File: src/rtl/dmac_master_engine_if.sv
// dmac_master_engine_if: shared-bus master/slave signal bundle for the DMA transfer engine.
interface dmac_master_engine_if #(
    parameter int ADDR_W = 16,
    parameter int DATA_W = 32
);
    logic              m_req;
    logic              m_sel;
    logic              m_wr;
    logic              m_grant;
    logic [ADDR_W-1:0] m_addr;
    logic [DATA_W-1:0] m_dout;
    logic [DATA_W-1:0] m_din;
    modport master (output m_req, m_sel, m_wr, m_addr, m_dout, input m_grant, m_din);
    modport slave  (input m_req, m_sel, m_wr, m_addr, m_dout, output m_grant, m_din);
endinterface

File: src/rtl/dmac_master_engine.sv
// dmac_master_engine: DMA transfer engine copying data_size words src->dest as read/write pairs.
// Optional feature: define DMAC_ABORT_EN to add the op_abort input.
module dmac_master_engine #(
    parameter int ADDR_W = 16,
    parameter int DATA_W = 32
) (
    input  logic        clk,
    input  logic        reset,
    input  logic        op_start,
    input  logic [1:0]  opmode,
    input  logic [31:0] src_addr,
    input  logic [31:0] dest_addr,
    input  logic [31:0] data_size,
    input  logic        opdone_clear,
`ifdef DMAC_ABORT_EN
    input  logic        op_abort,
`endif
    output logic        opdone,
    output logic        busy,
    dmac_master_engine_if.master bus
);
    typedef enum logic [2:0] {IDLE, REQ, READ, RD_WAIT, WRITE} state_t;
    state_t            state;
    logic [ADDR_W-1:0] cur_src;
    logic [ADDR_W-1:0] cur_dst;
    logic [31:0]       remain;
    logic [1:0]        mode;
    logic [DATA_W-1:0] data;
    logic              abort;
    logic              last;
    logic              unused_addr_hi;
`ifdef DMAC_ABORT_EN
    assign abort = op_abort;
`else
    assign abort = 1'b0;
`endif
    assign unused_addr_hi = ^{src_addr, dest_addr};
    assign last = remain == 32'd1;
    // Bus strobes decode straight from state so a lost grant or reset drops them at once.
    assign busy = state != IDLE;
    assign bus.m_req = busy;
    assign bus.m_sel = bus.m_grant & (state == READ || state == WRITE);
    assign bus.m_wr = bus.m_grant & (state == WRITE);
    assign bus.m_addr = state == READ ? cur_src : state == WRITE ? cur_dst : '0;
    assign bus.m_dout = data;
    // Transfer sequencing: latch the job, then alternate read/write per word until remain runs out.
    always_ff @(posedge clk or posedge reset) begin
        if (reset) begin
            state   <= IDLE;
            cur_src <= '0;
            cur_dst <= '0;
            remain  <= '0;
            mode    <= '0;
            data    <= '0;
            opdone  <= 1'b0;
        end else begin
            if (opdone_clear) opdone <= 1'b0;
            case (state)
                IDLE: if (op_start) begin
                    if (data_size == 32'd0) opdone <= 1'b1;
                    else begin
                        cur_src <= src_addr[ADDR_W-1:0];
                        cur_dst <= dest_addr[ADDR_W-1:0];
                        remain  <= data_size;
                        mode    <= opmode;
                        opdone  <= 1'b0;
                        state   <= REQ;
                    end
                end
                REQ:  state <= abort ? IDLE : bus.m_grant ? READ : REQ;
                READ: state <= abort ? IDLE : bus.m_grant ? RD_WAIT : READ;
                RD_WAIT: begin
                    data  <= bus.m_din;
                    state <= abort ? IDLE : WRITE;
                end
                WRITE: if (bus.m_grant) begin
                    remain  <= remain - 32'd1;
                    cur_src <= mode[0] ? cur_src : cur_src + ADDR_W'(1);
                    cur_dst <= mode[1] ? cur_dst : cur_dst + ADDR_W'(1);
                    if (last && !abort) opdone <= 1'b1;
                    state <= (last || abort) ? IDLE : READ;
                end else if (abort) state <= IDLE;
                default: state <= IDLE;
            endcase
        end
    end
endmodule

File: src/flat_wrapper.sv
// flat-port wrapper written by rule: the top's interface ports become plain ports
module dmac_master_engine_flat 
#(
    parameter int ADDR_W = 16,
    parameter int DATA_W = 32
)
  (clk, reset, op_start, opmode, src_addr, dest_addr, data_size, opdone_clear, opdone, busy, bus_m_req, bus_m_sel, bus_m_wr, bus_m_addr, bus_m_dout, bus_m_grant, bus_m_din);
  dmac_master_engine_if #(.ADDR_W(ADDR_W), .DATA_W(DATA_W)) bus_i ();
  input  logic clk;
  input  logic reset;
  input  logic op_start;
  input  logic [1:0] opmode;
  input  logic [31:0] src_addr;
  input  logic [31:0] dest_addr;
  input  logic [31:0] data_size;
  input  logic opdone_clear;
  output logic opdone;
  output logic busy;
  output wire logic [$bits(bus_i.m_req)-1:0] bus_m_req;
  output wire logic [$bits(bus_i.m_sel)-1:0] bus_m_sel;
  output wire logic [$bits(bus_i.m_wr)-1:0] bus_m_wr;
  output wire logic [$bits(bus_i.m_addr)-1:0] bus_m_addr;
  output wire logic [$bits(bus_i.m_dout)-1:0] bus_m_dout;
  input wire logic [$bits(bus_i.m_grant)-1:0] bus_m_grant;
  input wire logic [$bits(bus_i.m_din)-1:0] bus_m_din;
  assign bus_m_req = bus_i.m_req;
  assign bus_m_sel = bus_i.m_sel;
  assign bus_m_wr = bus_i.m_wr;
  assign bus_m_addr = bus_i.m_addr;
  assign bus_m_dout = bus_i.m_dout;
  assign bus_i.m_grant = bus_m_grant;
  assign bus_i.m_din = bus_m_din;
  dmac_master_engine #(.ADDR_W(ADDR_W), .DATA_W(DATA_W)) u_core (.clk(clk), .reset(reset), .op_start(op_start), .opmode(opmode), .src_addr(src_addr), .dest_addr(dest_addr), .data_size(data_size), .opdone_clear(opdone_clear), .opdone(opdone), .busy(busy), .bus(bus_i));
endmodule
File: config.mk
export PLATFORM = sky130hd
export DESIGN_NAME = dmac_master_engine_flat
export DESIGN_NICKNAME = d
export VERILOG_FILES = /design/src/rtl/dmac_master_engine_if.sv /design/src/rtl/dmac_master_engine.sv /design/src/flat_wrapper.sv
export SDC_FILE = /design/constraint.sdc
export NUM_CORES = 1
export LEC_CHECK = 0
export ABC_AREA = 0
export BUFFER_PORTS_ARGS = -buffer_cell sky130_fd_sc_hd__buf_4
export CORE_MARGIN = 5
export CORE_UTILIZATION = 47
export DETAILED_ROUTE_END_ITERATION = 10
export GPL_TIMING_DRIVEN = 0
export PLACE_DENSITY = 0.88
export REMOVE_ABC_BUFFERS = 1
export SYNTH_ARGS = -nofsm -noshare
export SYNTH_HDL_FRONTEND = slang
export SYNTH_SLANG_ARGS = --single-unit
File: constraint.sdc
create_clock -name clk -period 3.2 [get_ports clk]
set_clock_uncertainty 0.05 [all_clocks]
set_input_delay 0.64 -clock clk [delete_from_list [all_inputs] [get_ports clk]]
set_output_delay 0.64 -clock clk [all_outputs]
set_load 0.02 [all_outputs]
# After elaboration in Yosys (flattened, before gate mapping)
# Cells that the tools add are included.
[totals]
reg_bits = 102
elab_cells = 62
inputBits = 135
[classes]
addsub = 3
eq_ne = 10
bitwise = 3
muxes = 29
n_reduce_logical = 10
[op_table]
columns = ["op", "n"]
rows = [
  ["$mux W16", 10],
  ["$mux W32", 3],
  ["$pmux W16 S2", 2],
  ["$pmux W32 S2", 1],
  ["$add A16 B1 Y16 const B", 2],
  ["$eq A32 B1 Y1 const B", 1],
  ["$logic_not A32 Y1", 1],
  ["$sub A32 B1 Y32 const B", 1],
  ["$pmux W3 S5", 1],
  ["$ne A2 B2 Y1 const B", 5],
  ["$reduce_and A5 Y1", 2],
  ["$mux W3", 3],
  ["$eq A3 B2 Y1 const B", 2],
  ["$mux W1", 6],
  ["$reduce_and A3 Y1", 2],
  ["$mux W2", 2],
  ["$reduce_and A4 Y1", 1],
  ["$eq A3 B1 Y1 const B", 1],
  ["$eq A3 B3 Y1 const B", 1],
  ["$logic_not A3 Y1", 1],
  ["$reduce_bool A3 Y1", 1],
  ["$and A1 B1 Y1", 2],
  ["$pmux W1 S2", 1],
  ["$reduce_bool A2 Y1", 1],
  ["other kinds (2)", 2],
]

# Logic depth before layout (Yosys ltp)
[logic_depth]
ltp_word = 4
ltp_mapped = 9

# Worst setup path before layout
# Ideal clock, no wire load.
[synth_path]
path_type = "reg-to-output"
start = "reg u_core.state[1]"
end = "out bus_m_addr[0]"
n_path_buf = 3
required_time_ns = 2.510
arrival_time_ns = 1.856
stages_incl_launch_ff = 6
path_slack_ns = 0.654
cell_sequence = "dfrtp_1 > clkbuf_1 > or3b_2 > clkbuf_1 > buf_1 > o21ai_0"
[synth_via]
elab_chain_len = 3
word_cells_on_any_way = 4
cone_classes = "eq/ne (2); mux (2)"
[synth_rtl]
columns = ["element", "line_no", "rtl"]
rows = [
  ["start: declaration", "dmac_master_engine.sv:23", "state_t state;"],
  ["start signal: assignment", "dmac_master_engine.sv:70", "REQ: state <= abort ? IDLE : bus.m_grant ? READ : REQ;"],
  ["start signal: assignment", "dmac_master_engine.sv:71", "READ: state <= abort ? IDLE : bus.m_grant ? RD_WAIT : READ;"],
  ["start signal: assignment", "dmac_master_engine.sv:74", "state <= abort ? IDLE : WRITE;"],
  ["$eq A3 B3 Y1", "dmac_master_engine.sv:44", "assign bus.m_addr = state == READ ? cur_src : state == WRITE ? cur_dst : '0;"],
  ["$mux W16", "dmac_master_engine.sv:44", ""],
  ["$mux W16 (*)", "dmac_master_engine.sv:44", ""],
  ["end: declaration", "flat_wrapper.sv:22", "output wire logic [$bits(bus_i.m_addr)-1:0] bus_m_addr;"],
]
# Every way passes the cells marked *; elsewhere a longest branch is shown, timed or not.

# Worst setup path after layout
[layout_path]
start = "in data_size[1]"
end = "reg u_core.cur_dst[1]"
[layout_via]
elab_chain_len = 3
[layout_rtl]
columns = ["element", "line_no", "rtl"]
rows = [
  ["start: declaration", "flat_wrapper.sv:15", "input logic [31:0] data_size;"],
  ["$logic_not A32 Y1", "dmac_master_engine.sv:60", "if (data_size == 32'd0) opdone <= 1'b1;"],
  ["$ne A2 B2 Y1 (no line)", "--", ""],
  ["$reduce_and A5 Y1 (no line)", "--", ""],
  ["end signal: assignment", "dmac_master_engine.sv:63", "cur_dst <= dest_addr[ADDR_W-1:0];"],
  ["end signal: assignment", "dmac_master_engine.sv:79", "cur_dst <= mode[1] ? cur_dst : cur_dst + ADDR_W'(1);"],
  ["end: declaration", "dmac_master_engine.sv:25", "logic [ADDR_W-1:0] cur_dst;"],
]
# Every way passes these cells.
# A chain may end at the register's enable or synchronous reset.

==> impl_metrics.tcl <==
set metrics [dict create \
    seq_area_frac_synth 0.430 \
    die_y_um 122 \
    numCtsBuffers 9 \
    antenna_cells 0 \
    syn_to_final_growth_pct 28.2 \
    cts_tree "built" \
    hold_class "input port to async pin" \
    insertion_delay_ns 0.35 \
    ys.flop_type "dfrtp_1" \
    synth_top_area_share 0.430 \
    drv_slew 0 \
    synth_area_leaders "dfrtp_1 (43%), mux2_2 (6.8%), o22a_1 (4.7%)" \
    arrival_ns 3.14 \
    synth_async_sr_flop_share 1.00 \
    place.port_buffers 155 \
    powerDensity_nw_per_um2 946 \
    clk_pin_slew_ns 0.08 \
    dieWidth_um 122 \
    required_ns 3.35 \
    cts_hold_buf 0 \
    route.detailed.drc 0 \
    drt_pass1_iterations 6 \
    drive_gt1_frac 0.301 \
    dp_hpwl_um 12100 \
    start_util 0.474 \
    grt_pass1_vias 5522 \
    die_area_um2 15000 \
    grt_use_total 0.231 \
    core_area_um2 12500 \
    fin_nets 908 \
    via_per_inst 6.17 \
    worst_path_max_delay_cell "nor4_1" \
    cts_sinks 102 \
    synth_top_cell_by_area "dfrtp_1" \
    synth-warning-count 0 \
    ys_seq_elements 102 \
    setup_viol_count_final 0 \
    tightest_slew_ns 1.29 \
    cp-end-kind "flop" \
    grt_setup_unrepaired "no" \
    maxCapViolCount 0 \
    fin_worst_hold_slack_ns 0.247 \
    synth.most_common_cell "dfrtp_1" \
    max_freq_ghz 0.335 \
    cp_cell_sequence "buf_4 > nor4_1 > nand4_1 > o211ai_1 > buf_6 > buf_4 > buf_6 > and2_0 > o21ai_0" \
    place_congestion 0.835 \
    grt_antenna_before_repair 0 \
    p_leak_uw 0.00328 \
    overflow 0 \
    antenna_left 0 \
    num_vias 5826 \
    wirelength_um 17400 \
    rr_worst_depth 7 \
    cp-start-kind "input port" \
    status "completed" \
    cp_max_fo 13 \
    synth.avg_cell_area_um2 9.18 \
    synth_edf_count 0 \
    min_period_ns 2.98 \
    finalHoldViolations 0 \
    finalCritPeriodShare 0.932 \
    grt_max_degree 69 \
    h-tree-depth 3 \
    synth_cell_type_count 54 \
    wl_per_cell_um 18.4 \
    ir_drop_v 0.000649 \
    cts_buffer_depth 2 \
    synth_cells 646 \
    relSlewSlack 0.140 \
    crit_path_max_incr_delay_ns 0.52 \
    grt_pass1_wl_um 27800 \
    p_total_uw 7190 \
    synth_commonest_cells "dfrtp_1 (102), nor2_1 (63), a21oi_1 (52), clkbuf_1 (40), mux2_2 (36)" \
    clockRootBuffer "clkbuf_16" \
    crit_type "input port to flop" \
    drtIter0Drc 1004 \
    ioPinCount 188 \
    rows 41 \
    syn-cell-area_um2 5930 \
]
## final cells by class
type,count,area [um^2]
Clock buffer,11,243
Clock inverter,4,32.5
Fill cell,1075,4910
Inverter,16,62.6
Multi-Input combinational cell,470,3110
Sequential cell,102,2550
Tap cell,172,215
Timing Repair Buffer,170,1390
## cells by family after synthesis
logic type	Yosys count	synth area share
DFF	102	0.430
adders and majority gates	4	0.00844
AOI/OAI and AO/OA	231	0.271
and+or+nand+nor	195	0.166
muxes	39	0.0734
xor gates and xnor gates	1	0.00148
buffers and inverters	74	0.0500
## what timing repair did
| action | 4_1_cts | 5_1_grt |
|---|---|---|
| gates resized for setup | 4 | 5 |
| pin swaps | 2 | 0 |
| endpoints found under the setup margin | 65 | 29 |
| setup buffers | 2 | 0 |
## per-layer routing
layer  vias up  wire, um  share of wire  global-route usage
met5         -         0              0                   0
met4         0       300          0.017              0.0588
met3        24      1560          0.089              0.0770
met2       294      8020           0.46               0.354
met1      2789      7520           0.43               0.318
li1       2719         -              -                   -
## power by group
group / leakage, uW / switching [uW] / internal [uW]
Combinational: 0.00198 / 1790 / 1670
Clock: 0.000128 / 511 / 550
Sequential: 0.00117 / 726 / 1950
Total: 0.00328 / 3020 / 4170
## sequential cells by signal, summed over array words and instances, names as in the netlist
name               cells
u_core.remain         32
u_core.mode            2
u_core.opdone          1
u_core.state           3
u_core.cur_dst        16
u_core.cur_src        16
u_core.bus.m_dout     32
## cell usage in the layout (no fill, tap or decap), types with 9 or more instances in the layout
master	instances
a21oi_1	52
a22o_1	11
a22oi_1	16
a2bb2oi_1	9
a31oi_1	34
a41oi_1	15
buf_4	160
clkbuf_16	9
dfrtp_1	102
inv_1	14
mux2_2	36
nand2_1	28
nand3_1	21
nand4_1	11
nor2_1	63
nor3_1	17
nor4_1	18
o211ai_1	11
o21ai_0	22
o22a_1	32
## worst paths after layout
check | to | slack [ns] | startpoint
setup / recovery | u_core.cur_dst[1]$_DFFE_PP0P_ | 0.22 | data_size[1]
hold / removal | u_core.cur_src[12]$_DFFE_PP0P_ | 0.25 | reset
setup reg to reg | u_core.remain[26]$_DFFE_PP0P_ | 0.38 | u_core.remain[0]$_DFFE_PP0P_
hold reg to reg | u_core.mode[1]$_DFFE_PP0P_ | 0.45 | u_core.mode[1]$_DFFE_PP0P_
max in group asynchronous | u_core.remain[13]$_DFFE_PP0P_ | 2.13 | reset
min in group clk | u_core.mode[1]$_DFFE_PP0P_ | 0.45 | u_core.mode[1]$_DFFE_PP0P_
## metrics by stage
stage | worst slack (ns) | instances | utilization | area (um^2) | setup TNS, ns
2_1_floorplan | -3.68 | 588 | - | 5700 | -273.18
3_3_place_gp | -6.51 | 915 | 0.565 | 7070 | -620.69
3_5_place_dp | -1.11 | 928 | 0.583 | 7300 | -53.61
4_1_cts | 0.0104 | 945 | 0.606 | 7590 | 0
5_1_grt | 0.0602 | 945 | 0.608 | 7600 | 0
6_report | 0.218 | 945 | 0.608 | 7600 | 0
## critical path: cells and delay by family
kind / cells / cell delay, ns
simple gates: 3 / 1.26
buf+inv: 4 / 0.70
compound gates: 2 / 0.53
Power figures use the tool's default switching activity.
